File: src/rtl/tetris_pkg.sv
// Shared types and helpers for the falling-piece logic.
// Contents:
//   W           - number of board cells (one bitmap bit per cell)
//   move_op_t   - kind of move being evaluated
//   mv_state_t  - piece sequencer states
//   shift_*     - candidate bitmap builders (bit = col + width*row)
package tetris_pkg;

   localparam int W = 150;

   typedef enum logic [1:0] {SPAWN, DOWN, LEFT, RIGHT} move_op_t;

   typedef enum logic [2:0] {EMPTY, IDLE, CHECK, RESOLVE, LOCK, OVER} mv_state_t;

   // One row down means a higher bit index; rows pushed past the bottom fall off.
   function automatic logic [W-1:0] shift_down(input logic [W-1:0] loc, input int play_width);
      return loc << play_width;
   endfunction

   // Column wrap is deliberately not masked here; the validator rejects it.
   function automatic logic [W-1:0] shift_left(input logic [W-1:0] loc);
      return loc >> 1;
   endfunction

   function automatic logic [W-1:0] shift_right(input logic [W-1:0] loc);
      return loc << 1;
   endfunction

endpackage

File: src/rtl/piece_move_ctrl_if.sv
// Request/response bundle between the piece sequencer and its surroundings.
// master: request sources and the move validator (drive requests, not_valid).
// slave : piece_move_ctrl (drives candidate, committed location and status).
interface piece_move_ctrl_if;
   import tetris_pkg::*;

   logic         spawn_req;
   logic [W-1:0] spawn_location;
   logic         gravity_tick;
   logic         drop_req;
   logic         left_req;
   logic         right_req;
   logic         req_ready;
   logic [W-1:0] cand_location;
   logic         not_valid;
   logic [W-1:0] cur_location;
   logic         piece_active;
   logic         move_done;
   logic         move_ok;
   logic         piece_lock;
   logic         game_over;

   modport master (
      output spawn_req, spawn_location, gravity_tick, drop_req, left_req, right_req, not_valid,
      input  req_ready, cand_location, cur_location, piece_active, move_done, move_ok,
             piece_lock, game_over
   );

   modport slave (
      input  spawn_req, spawn_location, gravity_tick, drop_req, left_req, right_req, not_valid,
      output req_ready, cand_location, cur_location, piece_active, move_done, move_ok,
             piece_lock, game_over
   );

endinterface

File: src/rtl/piece_move_ctrl.sv
// Sequencer for the active falling piece.
// Ports:
//   clk, reset - rising-edge clock, synchronous active-high reset
//   bus        - slave side of piece_move_ctrl_if: spawn/gravity/drop/left/right
//                requests in, candidate bitmap out to the validator, not_valid
//                back, committed location and move/lock/game-over status out.
// A move takes three cycles: accept (IDLE), evaluate (CHECK), report (RESOLVE).
// All outputs come straight from flops.
module piece_move_ctrl
   import tetris_pkg::*;
#(
   parameter int PLAY_WIDTH  = 10,
   parameter int PLAY_HEIGHT = 15,
   parameter int PIX_PER_BLK = 32
) (
   input logic              clk,
   input logic              reset,
   piece_move_ctrl_if.slave bus
);

   // The bitmap width is fixed by the package, so the board geometry must agree.
   generate
      if (PLAY_WIDTH * PLAY_HEIGHT != W || PIX_PER_BLK < 1) begin : g_cfg_check
         $error("piece_move_ctrl: board geometry does not match tetris_pkg::W");
      end
   endgenerate

   mv_state_t    state_q, state_d;
   move_op_t     op_q, op_d;
   logic [W-1:0] cand_q, cand_d;
   logic [W-1:0] cur_q, cur_d;
   logic         active_q, active_d;
   logic         ready_q, ready_d;
   logic         done_q, done_d;
   logic         ok_q, ok_d;
   logic         lock_q, lock_d;
   logic         over_q, over_d;
   logic         grav_q, grav_d;
   logic         grav_req;

   // A tick arriving while IDLE is serviced at once, so it counts as pending too.
   assign grav_req = grav_q | bus.gravity_tick;

   // State and output registers.
   always_ff @(posedge clk) begin
      if (reset) begin
         state_q  <= EMPTY;
         op_q     <= SPAWN;
         cand_q   <= '0;
         cur_q    <= '0;
         active_q <= 1'b0;
         ready_q  <= 1'b0;
         done_q   <= 1'b0;
         ok_q     <= 1'b0;
         lock_q   <= 1'b0;
         over_q   <= 1'b0;
         grav_q   <= 1'b0;
      end else begin
         state_q  <= state_d;
         op_q     <= op_d;
         cand_q   <= cand_d;
         cur_q    <= cur_d;
         active_q <= active_d;
         ready_q  <= ready_d;
         done_q   <= done_d;
         ok_q     <= ok_d;
         lock_q   <= lock_d;
         over_q   <= over_d;
         grav_q   <= grav_d;
      end
   end

   // Next-state logic. The validator verdict is folded into the registered
   // move_done/move_ok/cur_location at the end of CHECK so RESOLVE can show it;
   // RESOLVE then decides whether a failed downward move must lock the piece.
   always_comb begin
      state_d  = state_q;
      op_d     = op_q;
      cand_d   = cand_q;
      cur_d    = cur_q;
      active_d = active_q;
      done_d   = 1'b0;
      ok_d     = 1'b0;
      lock_d   = 1'b0;
      over_d   = over_q;
      grav_d   = grav_q | (bus.gravity_tick & (state_q != OVER));

      case (state_q)
         EMPTY: begin
            if (bus.spawn_req) begin
               cand_d  = bus.spawn_location;
               op_d    = SPAWN;
               grav_d  = 1'b0;
               state_d = CHECK;
            end
         end
         IDLE: begin
            if (grav_req) begin
               cand_d  = shift_down(cur_q, PLAY_WIDTH);
               op_d    = DOWN;
               grav_d  = grav_q & bus.gravity_tick;
               state_d = CHECK;
            end else if (bus.drop_req) begin
               cand_d  = shift_down(cur_q, PLAY_WIDTH);
               op_d    = DOWN;
               state_d = CHECK;
            end else if (bus.left_req) begin
               cand_d  = shift_left(cur_q);
               op_d    = LEFT;
               state_d = CHECK;
            end else if (bus.right_req) begin
               cand_d  = shift_right(cur_q);
               op_d    = RIGHT;
               state_d = CHECK;
            end
         end
         CHECK: begin
            if (!bus.not_valid) begin
               cur_d   = cand_q;
               done_d  = 1'b1;
               ok_d    = 1'b1;
               state_d = RESOLVE;
               if (op_q == SPAWN) begin
                  active_d = 1'b1;
               end
            end else if (op_q == SPAWN) begin
               over_d  = 1'b1;
               state_d = OVER;
            end else begin
               done_d  = 1'b1;
               state_d = RESOLVE;
            end
         end
         RESOLVE: begin
            if (!ok_q && op_q == DOWN) begin
               lock_d  = 1'b1;
               state_d = LOCK;
            end else begin
               state_d = IDLE;
            end
         end
         LOCK: begin
            cur_d    = '0;
            active_d = 1'b0;
            state_d  = EMPTY;
         end
         OVER: begin
            state_d = OVER;
         end
         default: begin
            state_d = EMPTY;
         end
      endcase

      ready_d = (state_d == IDLE);
   end

   assign bus.req_ready     = ready_q;
   assign bus.cand_location = cand_q;
   assign bus.cur_location  = cur_q;
   assign bus.piece_active  = active_q;
   assign bus.move_done     = done_q;
   assign bus.move_ok       = ok_q;
   assign bus.piece_lock    = lock_q;
   assign bus.game_over     = over_q;

endmodule
File: src/flat_wrapper.sv
// flat-port wrapper written by rule: the top's interface ports become plain ports
module piece_move_ctrl_flat import tetris_pkg::*;
#(
   parameter int PLAY_WIDTH  = 10,
   parameter int PLAY_HEIGHT = 15,
   parameter int PIX_PER_BLK = 32
)
  (clk, reset, bus_spawn_req, bus_spawn_location, bus_gravity_tick, bus_drop_req, bus_left_req, bus_right_req, bus_not_valid, bus_req_ready, bus_cand_location, bus_cur_location, bus_piece_active, bus_move_done, bus_move_ok, bus_piece_lock, bus_game_over);
  piece_move_ctrl_if bus_i ();
  input logic clk;
  input logic reset;
  input wire logic [$bits(bus_i.spawn_req)-1:0] bus_spawn_req;
  input wire logic [$bits(bus_i.spawn_location)-1:0] bus_spawn_location;
  input wire logic [$bits(bus_i.gravity_tick)-1:0] bus_gravity_tick;
  input wire logic [$bits(bus_i.drop_req)-1:0] bus_drop_req;
  input wire logic [$bits(bus_i.left_req)-1:0] bus_left_req;
  input wire logic [$bits(bus_i.right_req)-1:0] bus_right_req;
  input wire logic [$bits(bus_i.not_valid)-1:0] bus_not_valid;
  output wire logic [$bits(bus_i.req_ready)-1:0] bus_req_ready;
  output wire logic [$bits(bus_i.cand_location)-1:0] bus_cand_location;
  output wire logic [$bits(bus_i.cur_location)-1:0] bus_cur_location;
  output wire logic [$bits(bus_i.piece_active)-1:0] bus_piece_active;
  output wire logic [$bits(bus_i.move_done)-1:0] bus_move_done;
  output wire logic [$bits(bus_i.move_ok)-1:0] bus_move_ok;
  output wire logic [$bits(bus_i.piece_lock)-1:0] bus_piece_lock;
  output wire logic [$bits(bus_i.game_over)-1:0] bus_game_over;
  assign bus_i.spawn_req = bus_spawn_req;
  assign bus_i.spawn_location = bus_spawn_location;
  assign bus_i.gravity_tick = bus_gravity_tick;
  assign bus_i.drop_req = bus_drop_req;
  assign bus_i.left_req = bus_left_req;
  assign bus_i.right_req = bus_right_req;
  assign bus_i.not_valid = bus_not_valid;
  assign bus_req_ready = bus_i.req_ready;
  assign bus_cand_location = bus_i.cand_location;
  assign bus_cur_location = bus_i.cur_location;
  assign bus_piece_active = bus_i.piece_active;
  assign bus_move_done = bus_i.move_done;
  assign bus_move_ok = bus_i.move_ok;
  assign bus_piece_lock = bus_i.piece_lock;
  assign bus_game_over = bus_i.game_over;
  piece_move_ctrl #(.PLAY_WIDTH(PLAY_WIDTH), .PLAY_HEIGHT(PLAY_HEIGHT), .PIX_PER_BLK(PIX_PER_BLK)) u_core (.clk(clk), .reset(reset), .bus(bus_i));
endmodule
File: config.mk
export PLATFORM = sky130hd
export DESIGN_NAME = piece_move_ctrl_flat
export DESIGN_NICKNAME = d
export VERILOG_FILES = /design/src/rtl/tetris_pkg.sv /design/src/rtl/piece_move_ctrl_if.sv /design/src/rtl/piece_move_ctrl.sv /design/src/flat_wrapper.sv
export SDC_FILE = /design/constraint.sdc
export NUM_CORES = 1
export LEC_CHECK = 0
export BUFFER_PORTS_ARGS = -buffer_cell sky130_fd_sc_hd__buf_2
export CELL_PAD_IN_SITES_DETAIL_PLACEMENT = 2
export CELL_PAD_IN_SITES_GLOBAL_PLACEMENT = 2
export CORE_ASPECT_RATIO = 1.25
export CORE_UTILIZATION = 29
export CTS_CLUSTER_DIAMETER = 200
export DETAILED_ROUTE_END_ITERATION = 8
export PLACE_DENSITY_LB_ADDON = 0.1
export SYNTH_ARGS = -nofsm -noshare
export SYNTH_HDL_FRONTEND = slang
export SYNTH_SLANG_ARGS = --single-unit
File: constraint.sdc
create_clock -name clk -period 2.02 [get_ports clk]
set_input_delay 0 -clock clk [delete_from_list [all_inputs] [get_ports clk]]
set_output_delay 0 -clock clk [all_outputs]
set_load 0.01 [all_outputs]
==> flow_summary.json <==
{
  "syn-instance-count": 1855,
  "syn-cell-area_um2": 14700,
  "synth_edf_count": 0,
  "ff2ff_setup_slack_ns": 0.11,
  "status": "completed",
  "cellPowerDensity_nw_per_um2": 897,
  "finalSetupViolCount": 0,
  "worstSetupPathType": "flip-flop to flip-flop",
  "r2r-start": "u_core.state_q[1]$_SDFF_PP0_",
  "max_stage_delay_ns": 0.43,
  "clk_pin_slew_ns": 0.06,
  "dieArea_um2": 51600,
  "cp_top_family": "compound AO/OA/AOI/OAI gates",
  "htreeDepth": 2,
  "rr_worst_depth": 5,
  "grt_overflow_total": 0,
  "combinationalPowerShare": 0.231,
  "cts-root-buf": "clkbuf_16",
  "die_x_um": 203,
  "ios": 464,
  "finalClockSkew_ns": 0.0174,
  "nNetsFinal": 2532,
  "yosysWarnings": 0,
  "min_path_cells": 3,
  "drtIter0Drc": 632,
  "floorplan.initialDensity": 0.296,
  "routed_via_density": 5.45,
  "finalHoldViolCount": 0,
  "instances_no_fill": 3055,
  "cts_buffers": 37,
  "insertion_delay_ns": 0.55,
  "vdd_drop_max_uv": 497,
  "cp.arrival_ns": 2.30,
  "final_cell_mix": "461 x buf_2, 426 x nand2_1, 312 x dfxtp_1",
  "cp_max_fo": 57,
  "synth_top_area_cell": "dfxtp_1",
  "die_h_um": 254,
  "syn-mean-instance-area_um2": 7.92,
  "ys_ff_latch": 312,
  "power_frac_clock": 0.370,
  "dr.pass1.iters": 5,
  "worstHoldEndpoint": "u_core.op_q[0]$_SDFFE_PP0P_",
  "layout_min_cycle_time_ns": 1.91,
  "clock_sinks": 312,
  "crit_path_cell_trace": "or2_4, a311o_2, buf_12, a221oi_1, nor3_1",
  "synth_ff_type": "dfxtp_1",
  "vias": 16648,
  "dp_hpwl_mm": 45.9,
  "setup_tns_ns": 0,
  "cap_violations": 0,
  "dp_slack_ns": -0.0522,
  "seq_area_frac_synth": 0.425,
  "drive_gt1_frac": 0.241,
  "clk_path_buf_depth": 3,
  "startpoint": "u_core.state_q[1]$_SDFF_PP0_",
  "internal_power_w": 0.0124,
  "p_leak_nw": 8.51,
  "fin_ws_ns": 0.106,
  "hold_start": "bus_left_req",
  "placedCellCount": 2825,
  "grt_pass1_wl_mm": 111,
  "finalWirelength_mm": 73.6,
  "fmax_ghz": 0.523,
  "power_w": 0.0185,
  "hp-class": "input port to flip-flop",
  "fp.coreArea_um2": 49600,
  "pwr-share-seq": 0.399,
  "antenna_left": 0,
  "timing.slew.headroom": 0.448,
  "synth_nets": 2013,
  "wl_per_cell_um": 24.1,
  "netlist.area_leader.share": 0.425,
  "drc": 0,
  "antenna_found_initial": 3,
  "grt_pass1_vias": 17932,
  "synth_area_leaders": "dfxtp_1 43%, nand2_1 11%, a21oi_1 9.7%",
  "cts_tree": "built",
  "syn2layout_area_growth_pct": 40.1,
  "grt_max_degree": 138,
  "worst_slew_pin_slew_ns": 0.828,
  "synthArstFlopShare": 0,
  "fill_cells": 5661,
  "grtUsageTotal": 0.276,
  "slew_violations": 0,
  "finalCritPeriodShare": 0.947,
  "r2r-end": "u_core.bus.cand_location[9]$_SDFFE_PP0P_",
  "synth_cell_types": 38,
  "p_sw_frac": 0.329,
  "slowest_stage": "a311o_2",
  "critical_path_required_ns": 2.41,
  "netSwitchingPower_w": 0.00607,
  "critPathBufInv": 1,
  "cp-start-kind": "flip-flop",
  "gp_congestion": 0.772,
  "rows": 91,
  "portBuffers": 463,
  "cp-end-kind": "flip-flop",
  "layout_commonest_cell": "buf_2"
}
[flip-flops by register name (all words and copies together) (netlist names), 2 cells and up]
register / flops
u_core.op_q: 2
u_core.bus.cur_location: 150
u_core.state_q: 3
u_core.bus.cand_location: 150
[area by class of cell]
type | count | area, um2 | area share
Multi-Input combinational cell | 1361 | 7760 | 0.377
Sequential cell | 312 | 6250 | 0.304
Timing Repair Buffer | 661 | 4540 | 0.221
Clock buffer | 62 | 1160 | 0.0565
Tap cell | 651 | 815 | 0.0396
Clock inverter | 3 | 43.8 | 0.00213
Antenna cell | 4 | 10.0 | 0.000486
Inverter | 1 | 3.75 | 0.000182
[synth_stat cells, drive strengths merged, types with 2 or more instances]
cell type	count
a211oi	142
nor3	13
nand2b	3
a22o	8
nor3b	2
nor2	165
mux2	9
buf	61
or3	2
dfxtp	312
a2111oi	2
a221oi	11
a21oi	285
nand2	426
mux2i	139
clkbuf	120
o211ai	139
[worst min-delay path, cell delays in order]
cell and delay (ns):
buf_8 0.09, buf_12 0.33, a2111oi_1 0.14
[worst max-delay path by stage]
stage | endpoint | slack (ns) | cells after the start
2_1_floorplan | u_core.bus.cand_location[5]$_SDFFE_PP0P_ | 0.33 | 7
3_3_place_gp | u_core.bus.cand_location[50]$_SDFFE_PP0P_ | 0.12 | 5
3_5_place_dp | u_core.bus.cand_location[53]$_SDFFE_PP0P_ | -0.05 | 5
4_1_cts | u_core.bus.cand_location[44]$_SDFFE_PP0P_ | 0.06 | 6
5_1_grt | u_core.bus.cur_location[73]$_SDFFE_PP0P_ | -0.008 | 5
6_report | u_core.bus.cand_location[9]$_SDFFE_PP0P_ | 0.11 | 5
[power by group through the flow]
stage | registers (W) | logic, W | clock network (W)
after floorplan | 0.00753 | 0.00195 | 0
after global placement | 0.00749 | 0.00382 | 0
after detailed placement | 0.00750 | 0.00392 | 0
after CTS | 0.00737 | 0.00419 | 0.00700
after global routing | 0.00744 | 0.00461 | 0.00721
final | 0.00737 | 0.00426 | 0.00683
[cell families after synthesis]
kind of cell           after synthesis  share of synthesized area
AND/OR/NAND/NOR                    616                      0.162
AO/OA/AOI/OAI                      597                      0.259
multiplexers                       148                      0.102
buffers and inverters              182                     0.0517
flip-flops                         312                      0.425
[per-stage QoR]
stage | cell area, um2 | util | hold slack [ns]
after floorplan | 14700 | - | 0.155
after global placement | 17700 | 0.356 | 0.328
after detailed placement | 17700 | 0.356 | 0.317
after CTS | 20500 | 0.413 | 0.102
after global routing | 20600 | 0.415 | 0.135
final | 20600 | 0.415 | 0.105
[layer usage]
metal  vias to the layer above  track usage  routed length (um)  share of wire
li1                       7601            -                   -              -
met1                      8470        0.332               31000           0.42
met2                       443        0.488               36600           0.50
met3                       134       0.0507                3470          0.047
met4                         0       0.0965                2460          0.033
met5                         -            0                   0              0
[what timing repair did]
item,4_1_cts,5_1_grt
hold endpoints to repair,161,0
buffers inserted,0,1
pin swaps,0,1
hold buffers,159,0
gates cloned,0,1
resized for setup,1,13
endpoints found under the setup margin,9,37
No activity file was read; power rests on OpenSTA's default activity.
